`src/rtl/logic_processor_8bit_if.sv`:
```
// Button, switch and display signals of the 8-bit bit-serial logic processor.
// The master side drives buttons/switches; the slave side (the processor) drives display/debug.
interface logic_processor_8bit_if;
   logic       LoadA;
   logic       LoadB;
   logic       Execute;
   logic [7:0] Din;
   logic [2:0] F;
   logic [1:0] R;
   logic [3:0] LED;
   logic [7:0] Aval;
   logic [7:0] Bval;
   logic [7:0] hex_seg;
   logic [3:0] hex_grid;

   modport master (
      output LoadA, LoadB, Execute, Din, F, R,
      input  LED, Aval, Bval, hex_seg, hex_grid
   );

   modport slave (
      input  LoadA, LoadB, Execute, Din, F, R,
      output LED, Aval, Bval, hex_seg, hex_grid
   );
endinterface

```
`src/rtl/logic_processor_8bit.sv`:
```
// Bit-serial logic processor: registers A and B, one of eight bitwise functions applied
// one bit per clock over 8 clocks, results routed back into A/B, 4-digit hex display.
module logic_processor_8bit (
   input logic                   Clk,
   input logic                   Reset,
   logic_processor_8bit_if.slave bus
);

   typedef enum logic [3:0] {IDLE, S1, S2, S3, S4, S5, S6, S7, S8, HOLD} state_t;

   state_t      stateQ, stateD;
   logic [7:0]  aQ, aD;
   logic [7:0]  bQ, bD;
   logic [1:0]  loadASyncQ, loadBSyncQ, execSyncQ;
   logic [7:0]  dinSync1Q, dinSync2Q;
   logic [17:0] refreshQ;

   logic       loadAS, loadBS, execS;
   logic       bitA, bitB, fBit;
   logic       aIn, bIn;
   logic [3:0] nibble;
   logic [3:0] gridD;
   logic [7:0] segD;

   assign loadAS = loadASyncQ[1];
   assign loadBS = loadBSyncQ[1];
   assign execS  = execSyncQ[1];
   assign bitA   = aQ[0];
   assign bitB   = bQ[0];

   // Din shares the strobe synchronizer depth so a load always captures the matching data.
   always_ff @(posedge Clk) begin
      if (Reset) begin
         loadASyncQ <= 2'b00;
         loadBSyncQ <= 2'b00;
         execSyncQ  <= 2'b00;
         dinSync1Q  <= 8'h00;
         dinSync2Q  <= 8'h00;
         refreshQ   <= 18'd0;
         stateQ     <= IDLE;
         aQ         <= 8'h00;
         bQ         <= 8'h00;
      end else begin
         loadASyncQ <= {loadASyncQ[0], bus.LoadA};
         loadBSyncQ <= {loadBSyncQ[0], bus.LoadB};
         execSyncQ  <= {execSyncQ[0], bus.Execute};
         dinSync1Q  <= bus.Din;
         dinSync2Q  <= dinSync1Q;
         refreshQ   <= refreshQ + 18'd1;
         stateQ     <= stateD;
         aQ         <= aD;
         bQ         <= bD;
      end
   end

   always_comb begin
      fBit = 1'b0;
      case (bus.F)
         3'b000: fBit = bitA & bitB;
         3'b001: fBit = bitA | bitB;
         3'b010: fBit = bitA ^ bitB;
         3'b011: fBit = 1'b1;
         3'b100: fBit = ~(bitA & bitB);
         3'b101: fBit = ~(bitA | bitB);
         3'b110: fBit = ~(bitA ^ bitB);
         default: fBit = 1'b0;
      endcase
   end

   always_comb begin
      aIn = bitA;
      bIn = bitB;
      case (bus.R)
         2'b00: begin aIn = bitA; bIn = bitB; end
         2'b01: begin aIn = bitA; bIn = fBit; end
         2'b10: begin aIn = fBit; bIn = bitB; end
         default: begin aIn = bitB; bIn = bitA; end
      endcase
   end

   // HOLD waits for the synchronized Execute to drop so one press yields exactly one operation.
   always_comb begin
      stateD = stateQ;
      aD     = aQ;
      bD     = bQ;
      case (stateQ)
         IDLE: begin
            if (loadAS) aD = dinSync2Q;
            if (loadBS) bD = dinSync2Q;
            if (execS)  stateD = S1;
         end
         S1, S2, S3, S4, S5, S6, S7: begin
            aD     = {aIn, aQ[7:1]};
            bD     = {bIn, bQ[7:1]};
            stateD = state_t'(stateQ + 4'd1);
         end
         S8: begin
            aD     = {aIn, aQ[7:1]};
            bD     = {bIn, bQ[7:1]};
            stateD = HOLD;
         end
         HOLD: begin
            if (!execS) stateD = IDLE;
         end
         default: stateD = IDLE;
      endcase
   end

   always_comb begin
      nibble = bQ[3:0];
      gridD  = 4'b1110;
      case (refreshQ[17:16])
         2'd0: begin nibble = bQ[3:0]; gridD = 4'b1110; end
         2'd1: begin nibble = bQ[7:4]; gridD = 4'b1101; end
         2'd2: begin nibble = aQ[3:0]; gridD = 4'b1011; end
         default: begin nibble = aQ[7:4]; gridD = 4'b0111; end
      endcase
   end

   // Active-low {dp,g,f,e,d,c,b,a}; dp stays off.
   always_comb begin
      segD = 8'hFF;
      case (nibble)
         4'h0: segD = 8'hC0;
         4'h1: segD = 8'hF9;
         4'h2: segD = 8'hA4;
         4'h3: segD = 8'hB0;
         4'h4: segD = 8'h99;
         4'h5: segD = 8'h92;
         4'h6: segD = 8'h82;
         4'h7: segD = 8'hF8;
         4'h8: segD = 8'h80;
         4'h9: segD = 8'h90;
         4'hA: segD = 8'h88;
         4'hB: segD = 8'h83;
         4'hC: segD = 8'hC6;
         4'hD: segD = 8'hA1;
         4'hE: segD = 8'h86;
         default: segD = 8'h8E;
      endcase
   end

   assign bus.LED      = {execS, loadAS, loadBS, Reset};
   assign bus.Aval     = aQ;
   assign bus.Bval     = bQ;
   assign bus.hex_seg  = segD;
   assign bus.hex_grid = gridD;

endmodule

```
`src/flat_wrapper.sv`:
```
// flat-port wrapper written by rule: the top's interface ports become plain ports
module logic_processor_8bit_flat 
  (Clk, Reset, bus_LoadA, bus_LoadB, bus_Execute, bus_Din, bus_F, bus_R, bus_LED, bus_Aval, bus_Bval, bus_hex_seg, bus_hex_grid);
  logic_processor_8bit_if bus_i ();
  input logic Clk;
  input logic Reset;
  input wire logic [$bits(bus_i.LoadA)-1:0] bus_LoadA;
  input wire logic [$bits(bus_i.LoadB)-1:0] bus_LoadB;
  input wire logic [$bits(bus_i.Execute)-1:0] bus_Execute;
  input wire logic [$bits(bus_i.Din)-1:0] bus_Din;
  input wire logic [$bits(bus_i.F)-1:0] bus_F;
  input wire logic [$bits(bus_i.R)-1:0] bus_R;
  output wire logic [$bits(bus_i.LED)-1:0] bus_LED;
  output wire logic [$bits(bus_i.Aval)-1:0] bus_Aval;
  output wire logic [$bits(bus_i.Bval)-1:0] bus_Bval;
  output wire logic [$bits(bus_i.hex_seg)-1:0] bus_hex_seg;
  output wire logic [$bits(bus_i.hex_grid)-1:0] bus_hex_grid;
  assign bus_i.LoadA = bus_LoadA;
  assign bus_i.LoadB = bus_LoadB;
  assign bus_i.Execute = bus_Execute;
  assign bus_i.Din = bus_Din;
  assign bus_i.F = bus_F;
  assign bus_i.R = bus_R;
  assign bus_LED = bus_i.LED;
  assign bus_Aval = bus_i.Aval;
  assign bus_Bval = bus_i.Bval;
  assign bus_hex_seg = bus_i.hex_seg;
  assign bus_hex_grid = bus_i.hex_grid;
  logic_processor_8bit u_core (.Clk(Clk), .Reset(Reset), .bus(bus_i));
endmodule
```
`config.mk`:
```
export PLATFORM = sky130hd
export DESIGN_NAME = logic_processor_8bit_flat
export DESIGN_NICKNAME = d
export VERILOG_FILES = /design/src/rtl/logic_processor_8bit_if.sv /design/src/rtl/logic_processor_8bit.sv /design/src/flat_wrapper.sv
export SDC_FILE = /design/constraint.sdc
export NUM_CORES = 1
export LEC_CHECK = 0
export ABC_AREA = 1
export CAP_MARGIN = 30
export CORE_AREA = 2 2 148 78
export CTS_CLUSTER_SIZE = 25
export DETAILED_ROUTE_END_ITERATION = 12
export DIE_AREA = 0 0 150 80
export GPL_ROUTABILITY_DRIVEN = 0
export PLACE_DENSITY = 0.56
export SLEW_MARGIN = 10
export SYNTH_ARGS = -nofsm -noshare
export SYNTH_HDL_FRONTEND = slang
export SYNTH_SLANG_ARGS = --single-unit
```
`constraint.sdc`:
```
create_clock -name Clk -period 1.7 [get_ports Clk]
set_input_delay 0.255 -clock Clk [delete_from_list [all_inputs] [get_ports Clk]]
set_output_delay 0.255 -clock Clk [all_outputs]
set_load 0.01 [all_outputs]
```
==> summary.txt, run 1 <==
Floorplanning
  • Core outline area: 10680 um2
  • Total number of placement rows: 27
  • Die area: 12000 um2
  • Effective utilization at floorplan: 29.20%
  • Floorplan die height: 80 um
  • I/O pin total: 50
  • Die boundary width: 150 um

Critical path
  • Critical path class: reg2out
  • CP required: 1.44 ns
  • Type of origin of the critical path: flip-flop
  • Data arrival time of the critical path: 1.92 ns
  • Count of cells along the worst register-to-register path: 12
  • Critical Path Fanout Max: 7
  • Crit path capture type: output port

Pwr
  • Power per cell area: 1792 nW/um2
  • Worst-case vdd ir drop: 0.0008117 V
  • Lkg Pwr: 0.001995 uW

Clocking
  • Number of hold-repair buffers added at the cts stage: 0
  • CTS HTree Levels: 3
  • TritonCTS clock tree: built
  • Clock Path Buffers: 2
  • Number of sinks handled by clock tree synthesis: 60
  • Clock-pin slew of the registers on the worst-case setup and hold paths: 0.05 ns
  • Number of buffers created by CTS: 9
  • Worst skew pair latency: 0.33 ns
  • Cell chosen for the clock root: sky130_fd_sc_hd__clkbuf_16

Finish
  • Post-layout utilization of the core: 42.70%
  • Most common library cell in the layout ignoring fill and taps: sky130_fd_sc_hd__nand2_1
  • Commonest cells after routing, fill and taps aside: sky130_fd_sc_hd__nand2_1 (65), sky130_fd_sc_hd__inv_1 (62), sky130_fd_sc_hd__dfxtp_1 (50)
  • Ant. Diodes: 0
  • Layout net count: 546
  • Proportion of layout cells with a drive suffix above 1: 29.04%
  • FILL cells: 1101
  • Cell area after layout: 4558 um2
  • Post-synthesis to final-layout area growth: 46.25%

Timing
  • Setup violations, final: 8
  • Smallest hold slack: 0.1830 ns
  • Slew Viols, Final: 0
  • Hold violation total from the final report: 0
  • Max Clock Skew: 0.003411 ns
  • Final period demand of the worst path: 2.175 ns
  • Worst Slack Setup Final: -0.4747 ns
  • RSZ-0062 raised after global routing: yes
  • Max Clk Rate: 459.8 MHz
  • Sum of negative setup slack: -3.154 ns
  • Crit share post-route: 127.9%

Synth
  • Part of the Yosys area used for sequential elements: 38.54%
  • Synth Area in XOR/XNOR: 0.8430%
  • Simple-gate share of the synthesized area: 24.69%
  • Syn Inst Count: 424
  • Main combinational cell family by area after synthesis: simple AND/OR/NAND/NOR gates
  • Number of enable-type register cells in the synthesized netlist: 0
  • Compound-gate portion of the synthesized area: 17.22%
  • Share of flip-flops with an asynchronous set or reset: 0%
  • Share of cell area taken by muxes after synthesis: 0%
  • Most used flip-flop cell after synthesis: sky130_fd_sc_hd__dfxtp_1
  • Mean cell area of the mapped netlist: 7.351 um2
  • Adder and majority gate portion of the synthesized area: 5.219%
  • Number of nets in the synthesized netlist: 455
  • Ys Warns: 0
  • Register bit total from synthesis: 60
  • Synth cell types: 38
  • Netlist area before placement: 3117 um2

Routing
  • Routed length per instance: 12.19 um
  • Post-route DRC: 0
  • Routed via count: 2863
  • Antenna Violating Nets Remaining: 0
  • Final Routed Wirelength: 8105 um
  • DR iter-0 viols: 130
  • Number of detailed-route iterations in the first pass: 4
  • Per-cell via count in the routed design: 4.305

Global route
  • Number of global-route vias before repair: 2796
  • Leftover overflow at the end of global routing: 0
  • Number of antenna violations at the first check in global routing: 0
  • Overall routing resource usage: 14.23%
  • Largest net degree at the start of global routing: 44
  • Global-route wire length before repair: 13140 um

Placement
  • DP Wirelength: 6097 um
  • Post-placement cell area: 4041 um2
  • Number of buffers added on ports: 48

Run status
  • Run status: finished with violations
  • Failing checks: negative setup slack

Job
  • Max-capacitance violation count: 0

Min path
  • Type of the tightest min-delay check: in2reg
  • Cell depth of the worst min-delay path: 2
## critical path, cell delays in order (launching register included)
cell	delay [ns]
sky130_fd_sc_hd__dfxtp_4	0.39
sky130_fd_sc_hd__nor2_4	0.16
sky130_fd_sc_hd__nand2_1	0.08
sky130_fd_sc_hd__o21ai_2	0.08
sky130_fd_sc_hd__o22ai_4	0.11
sky130_fd_sc_hd__buf_4	0.16
sky130_fd_sc_hd__ha_4	0.25
sky130_fd_sc_hd__inv_2	0.03
sky130_fd_sc_hd__o21ai_1	0.10
sky130_fd_sc_hd__nand2_1	0.07
sky130_fd_sc_hd__nand2_2	0.07
sky130_fd_sc_hd__buf_6	0.09
## layout make-up
cell class | count | area (um2) | area share, %
Tap cell | 145 | 181.4 | 3.980
Clock buffer | 10 | 239.0 | 5.243
Inverter | 77 | 301.5 | 6.615
Timing Repair Buffer | 96 | 845.8 | 18.56
Multi-Input combinational cell | 271 | 1682 | 36.89
Sequential cell | 60 | 1221 | 26.79
Clock inverter | 6 | 87.58 | 1.921
## power by group
group / internal, uW / switching, uW
Combinational: 2090 / 2200
Clock: 1320 / 648
Sequential: 1690 / 230
Total: 5100 / 3070
## cells in the mapped netlist, types with 5 or more instances
cell type / number / area share [%]
sky130_fd_sc_hd__inv_2: 8 / 0.96
sky130_fd_sc_hd__dfxtp_1: 60 / 39
sky130_fd_sc_hd__inv_1: 68 / 8.2
sky130_fd_sc_hd__o21ai_0: 12 / 1.9
sky130_fd_sc_hd__o21ai_1: 19 / 3.1
sky130_fd_sc_hd__buf_4: 6 / 1.4
sky130_fd_sc_hd__ha_1: 13 / 5.2
sky130_fd_sc_hd__nand3_1: 18 / 2.9
sky130_fd_sc_hd__nor2_2: 6 / 1.2
sky130_fd_sc_hd__nor3_1: 5 / 0.80
sky130_fd_sc_hd__nor2_1: 41 / 4.9
sky130_fd_sc_hd__a21oi_1: 25 / 4.0
sky130_fd_sc_hd__nand2_2: 5 / 1.0
sky130_fd_sc_hd__nand2_1: 78 / 9.4
sky130_fd_sc_hd__o21a_1: 16 / 3.9
sky130_fd_sc_hd__buf_6: 5 / 1.8
## cell families after synthesis
kind of cell    count (synthesis)
simple gates                  168
xor+xnor                        3
compound gates                 85
fa+ha+maj                      13
buf+inv                        94
flops                          60
other cells                     1
## metal layers
layer	global-route usage (%)	share of wire, %	wire (um)	vias to the layer above
li1	-	-	-	1518
met4	3.208	0.62	50	0
met2	21.78	42	3399	42
met5	0	0	0	-
met3	5.200	4.7	380	6
met1	19.07	53	4276	1297
## state kept, by name (all words and copies together), names as in the netlist
name / flops
u_core.execSyncQ: 2
u_core.refreshQ: 18
u_core.dinSync1Q: 8
u_core.stateQ: 4
u_core.bus.Aval: 8
u_core.dinSync2Q: 8
u_core.bus.Bval: 8
u_core.loadASyncQ: 2
u_core.loadBSyncQ: 2
## through the flow
step | worst slack [ns] | power [uW] | cells
3_5_place_dp | -0.5983 | 5712 | 642
4_1_cts | -0.4919 | 7866 | 661
6_report | -0.4747 | 8170 | 665
5_1_grt | -0.6005 | 8749 | 665
2_1_floorplan | -0.01174 | 4020 | 424
3_3_place_gp | -0.5733 | 5701 | 642
## what timing repair did
action	CTS	global route
pin swaps	10	17
gates resized for setup	50	37
endpoints found under the setup margin	19	28
gates cloned	0	1
buffers inserted	4	4
## path summary, 6_finish.rpt
kind | slack (ns) | to | start
setup / recovery | -0.47 | bus_hex_seg[3] | u_core.refreshQ[16]$_SDFF_PP0_
setup reg to reg | 0.13 | u_core.bus.Aval[7]$_SDFFE_PP0P_ | u_core.bus.Bval[0]$_SDFFE_PP0P_
hold / removal | 0.18 | u_core.refreshQ[2]$_SDFF_PP0_ | Reset
hold reg to reg | 0.40 | u_core.dinSync2Q[2]$_SDFF_PP0_ | u_core.dinSync1Q[2]$_SDFF_PP0_
Power figures use the tool's default switching activity.
==> run 2, diff against run 1 <==
--- a/config.mk
+++ b/config.mk
@@ -13,6 +13,7 @@
 export DIE_AREA = 0 0 150 80
 export GPL_ROUTABILITY_DRIVEN = 0
 export PLACE_DENSITY = 0.56
+export SETUP_SLACK_MARGIN = 0.2
 export SLEW_MARGIN = 10
 export SYNTH_ARGS = -nofsm -noshare
 export SYNTH_HDL_FRONTEND = slang
==> run 2 against run 1 <==
Against the previous run: the flow still finishes with violations (negative setup slack); worst hold slack improved by 0.0077 ns; clock skew rose by 0.0027 ns; core utilization is 4.3 points higher; combinational power increased by 27%; largest power group unchanged; clock power down 7%; sequential share of layout area down 2.4 points; critical endpoint is now bus_hex_seg[0]; critical path type unchanged.
==> summary.txt, run 2 (same netlist as run 1, synthesis figures left out) <==
Pwr
  • Part of the total power dissipated in sequential elements: 21.2%
  • Clock power share: 19.9%
  • Switching share of total power: 40.97%
  • Worst-case vdd ir drop: 0.0007969 V
  • Share of total power in combinational logic: 58.9%
  • Internal portion of total power: 5463 uW
  • Power per cell area: 1844 nW/um2
  • Switching Power: 3792 uW
  • Lkg Pwr: 0.002196 uW

Floorplanning
  • Core outline area: 10680 um2
  • Floorplan die height: 80 um
  • Effective utilization at floorplan: 29.20%
  • I/O pin total: 50
  • Die boundary width: 150 um
  • Total number of placement rows: 27
  • Die area: 12000 um2

Timing
  • RSZ-0062 raised after global routing: yes
  • Rel. slew slack: 64.48%
  • Setup violations, final: 7
  • Max Clk Rate: 432.6 MHz
  • Final period demand of the worst path: 2.311 ns
  • Slew of the pin with the lowest slew margin: 0.5322 ns
  • Crit share post-route: 136.0%
  • Worst Slack Setup Final: -0.6114 ns
  • Slew Viols, Final: 0
  • Hold violation total from the final report: 0
  • Smallest hold slack: 0.1908 ns
  • Max Clock Skew: 0.006146 ns

Clocking
  • Number of hold-repair buffers added at the cts stage: 0
  • Clock-pin slew of the registers on the worst-case setup and hold paths: 0.05 ns
  • CTS HTree Levels: 3
  • Worst skew pair latency: 0.33 ns
  • TritonCTS clock tree: built
  • Number of sinks handled by clock tree synthesis: 60
  • Clock Path Buffers: 2
  • Number of buffers created by CTS: 9
  • Cell chosen for the clock root: sky130_fd_sc_hd__clkbuf_16

Critical path
  • Critical path class: reg2out
  • Crit path capture type: output port
  • CP required: 1.44 ns
  • Critical Path Fanout Max: 8
  • Type of origin of the critical path: flip-flop
  • Data arrival time of the critical path: 2.06 ns

Routing
  • Routed length per instance: 13.70 um
  • Number of detailed-route iterations in the first pass: 4
  • Final Routed Wirelength: 9209 um
  • Post-route DRC: 0
  • Routed via count: 3031
  • Antenna Violating Nets Remaining: 0
  • Per-cell via count in the routed design: 4.510
  • DR iter-0 viols: 191

Global route
  • Overall routing resource usage: 15.45%
  • Global-route wire length before repair: 14100 um
  • Number of antenna violations at the first check in global routing: 0
  • Leftover overflow at the end of global routing: 0
  • Number of global-route vias before repair: 2918
  • Largest net degree at the start of global routing: 30

Finish
  • Most common library cell in the layout ignoring fill and taps: sky130_fd_sc_hd__inv_1
  • Ant. Diodes: 0
  • FILL cells: 1028
  • Number of flip-flops in the largest register: 18
  • Proportion of layout cells with a drive suffix above 1: 40.42%
  • Register bank with the most flops: u_core.refreshQ
  • Post-synthesis to final-layout area growth: 61.06%
  • Post-layout utilization of the core: 47.02%
  • Commonest cells after routing, fill and taps aside: sky130_fd_sc_hd__inv_1 (58), sky130_fd_sc_hd__nand2_1 (57), sky130_fd_sc_hd__dfxtp_1 (46)
  • Layout net count: 553

Placement
  • Number of buffers added on ports: 48
  • DP Wirelength: 6154 um

Job
  • Max-capacitance violation count: 0

Run status
  • Failing checks: negative setup slack
  • Run status: finished with violations

Min path
  • Type of the tightest min-delay check: in2reg
==> run 2: area by class of cell <==
type	count	area [um2]	share of cell area, %
clock inverters	3	45.04	0.8973
flip-flops and latches	60	1226	24.43
multi-input cells	271	2007	39.98
well taps	145	181.4	3.614
clock buffers	13	260.3	5.184
repair buffers	103	975.9	19.44
inverters	77	324.1	6.456
==> run 2: critical path: stages, from the launching register on <==
cell                      delay, ns
sky130_fd_sc_hd__dfxtp_2       0.33
sky130_fd_sc_hd__buf_12        0.14
sky130_fd_sc_hd__buf_4         0.12
sky130_fd_sc_hd__nand2_4       0.05
sky130_fd_sc_hd__o21ai_2       0.20
sky130_fd_sc_hd__o22ai_4       0.13
sky130_fd_sc_hd__inv_2         0.13
sky130_fd_sc_hd__ha_4          0.19
sky130_fd_sc_hd__inv_4         0.04
sky130_fd_sc_hd__o21ai_2       0.15
sky130_fd_sc_hd__nand2_1       0.08
sky130_fd_sc_hd__nand2_2       0.07
sky130_fd_sc_hd__buf_6         0.10
==> run 2: layer usage <==
layer  global-route usage [%]  part of all wire (%)  up-vias
met5                        0                     0        -
met4                    5.189                   1.5        0
met3                    5.429                   4.3       17
met2                    22.37                    43       58
met1                    21.19                    51     1421
li1                         -                     -     1535
==> run 2: per-stage QoR <==
| stage | setup TNS (ns) | area (um2) | cells | power, uW | setup WS [ns] |
|---|---|---|---|---|---|
| after floorplan | -0.01254 | 3162 | 424 | 4028 | -0.01068 |
| after global placement | -4.254 | 4031 | 640 | 5762 | -0.6436 |
| after detailed placement | -5.084 | 4031 | 640 | 5791 | -0.7367 |
| after CTS | -3.592 | 4622 | 664 | 8131 | -0.5521 |
| after global routing | -4.541 | 5020 | 672 | 9789 | -0.6964 |
| final | -3.881 | 5020 | 672 | 9256 | -0.6114 |
==> run 2: timing repair <==
action,in CTS,in global routing
gates cloned,1,3
setup buffers,7,5
pin swaps,33,45
setup endpoints to repair,48,33
gates resized for setup,137,75
==> run 2: path summary, 6_finish.rpt <==
check                                  startpoint                         endpoint  slack (ns)  depth (start not counted)
setup reg to reg    u_core.stateQ[0]$_SDFFE_PP0P_  u_core.bus.Bval[2]$_SDFFE_PP0P_        0.10                          9
setup / recovery   u_core.refreshQ[17]$_SDFF_PP0_                   bus_hex_seg[0]       -0.61                         12
hold / removal                              Reset    u_core.refreshQ[5]$_SDFF_PP0_        0.19                          2
hold reg to reg   u_core.loadBSyncQ[0]$_SDFF_PP0_  u_core.loadBSyncQ[1]$_SDFF_PP0_        0.40                          2
==> run 2: power by group through the flow <==
stage	Clock (uW)	Sequential (uW)	Combinational (uW)
CTS	1880	1940	4310
finish	1840	1960	5450
detailed placement	0	1910	3880
global placement	0	1900	3860
global route	1960	1990	5830
floorplan	0	1960	2070
==> run 3, diff against run 2 <==
--- a/config.mk
+++ b/config.mk
@@ -11,9 +11,7 @@
 export CTS_CLUSTER_SIZE = 25
 export DETAILED_ROUTE_END_ITERATION = 12
 export DIE_AREA = 0 0 150 80
-export GPL_ROUTABILITY_DRIVEN = 0
 export PLACE_DENSITY = 0.56
-export SETUP_SLACK_MARGIN = 0.2
 export SLEW_MARGIN = 10
 export SYNTH_ARGS = -nofsm -noshare
 export SYNTH_HDL_FRONTEND = slang
==> results of run 3 <==
Same layout as run 1: the final DEF is identical, and so are final timing and power.
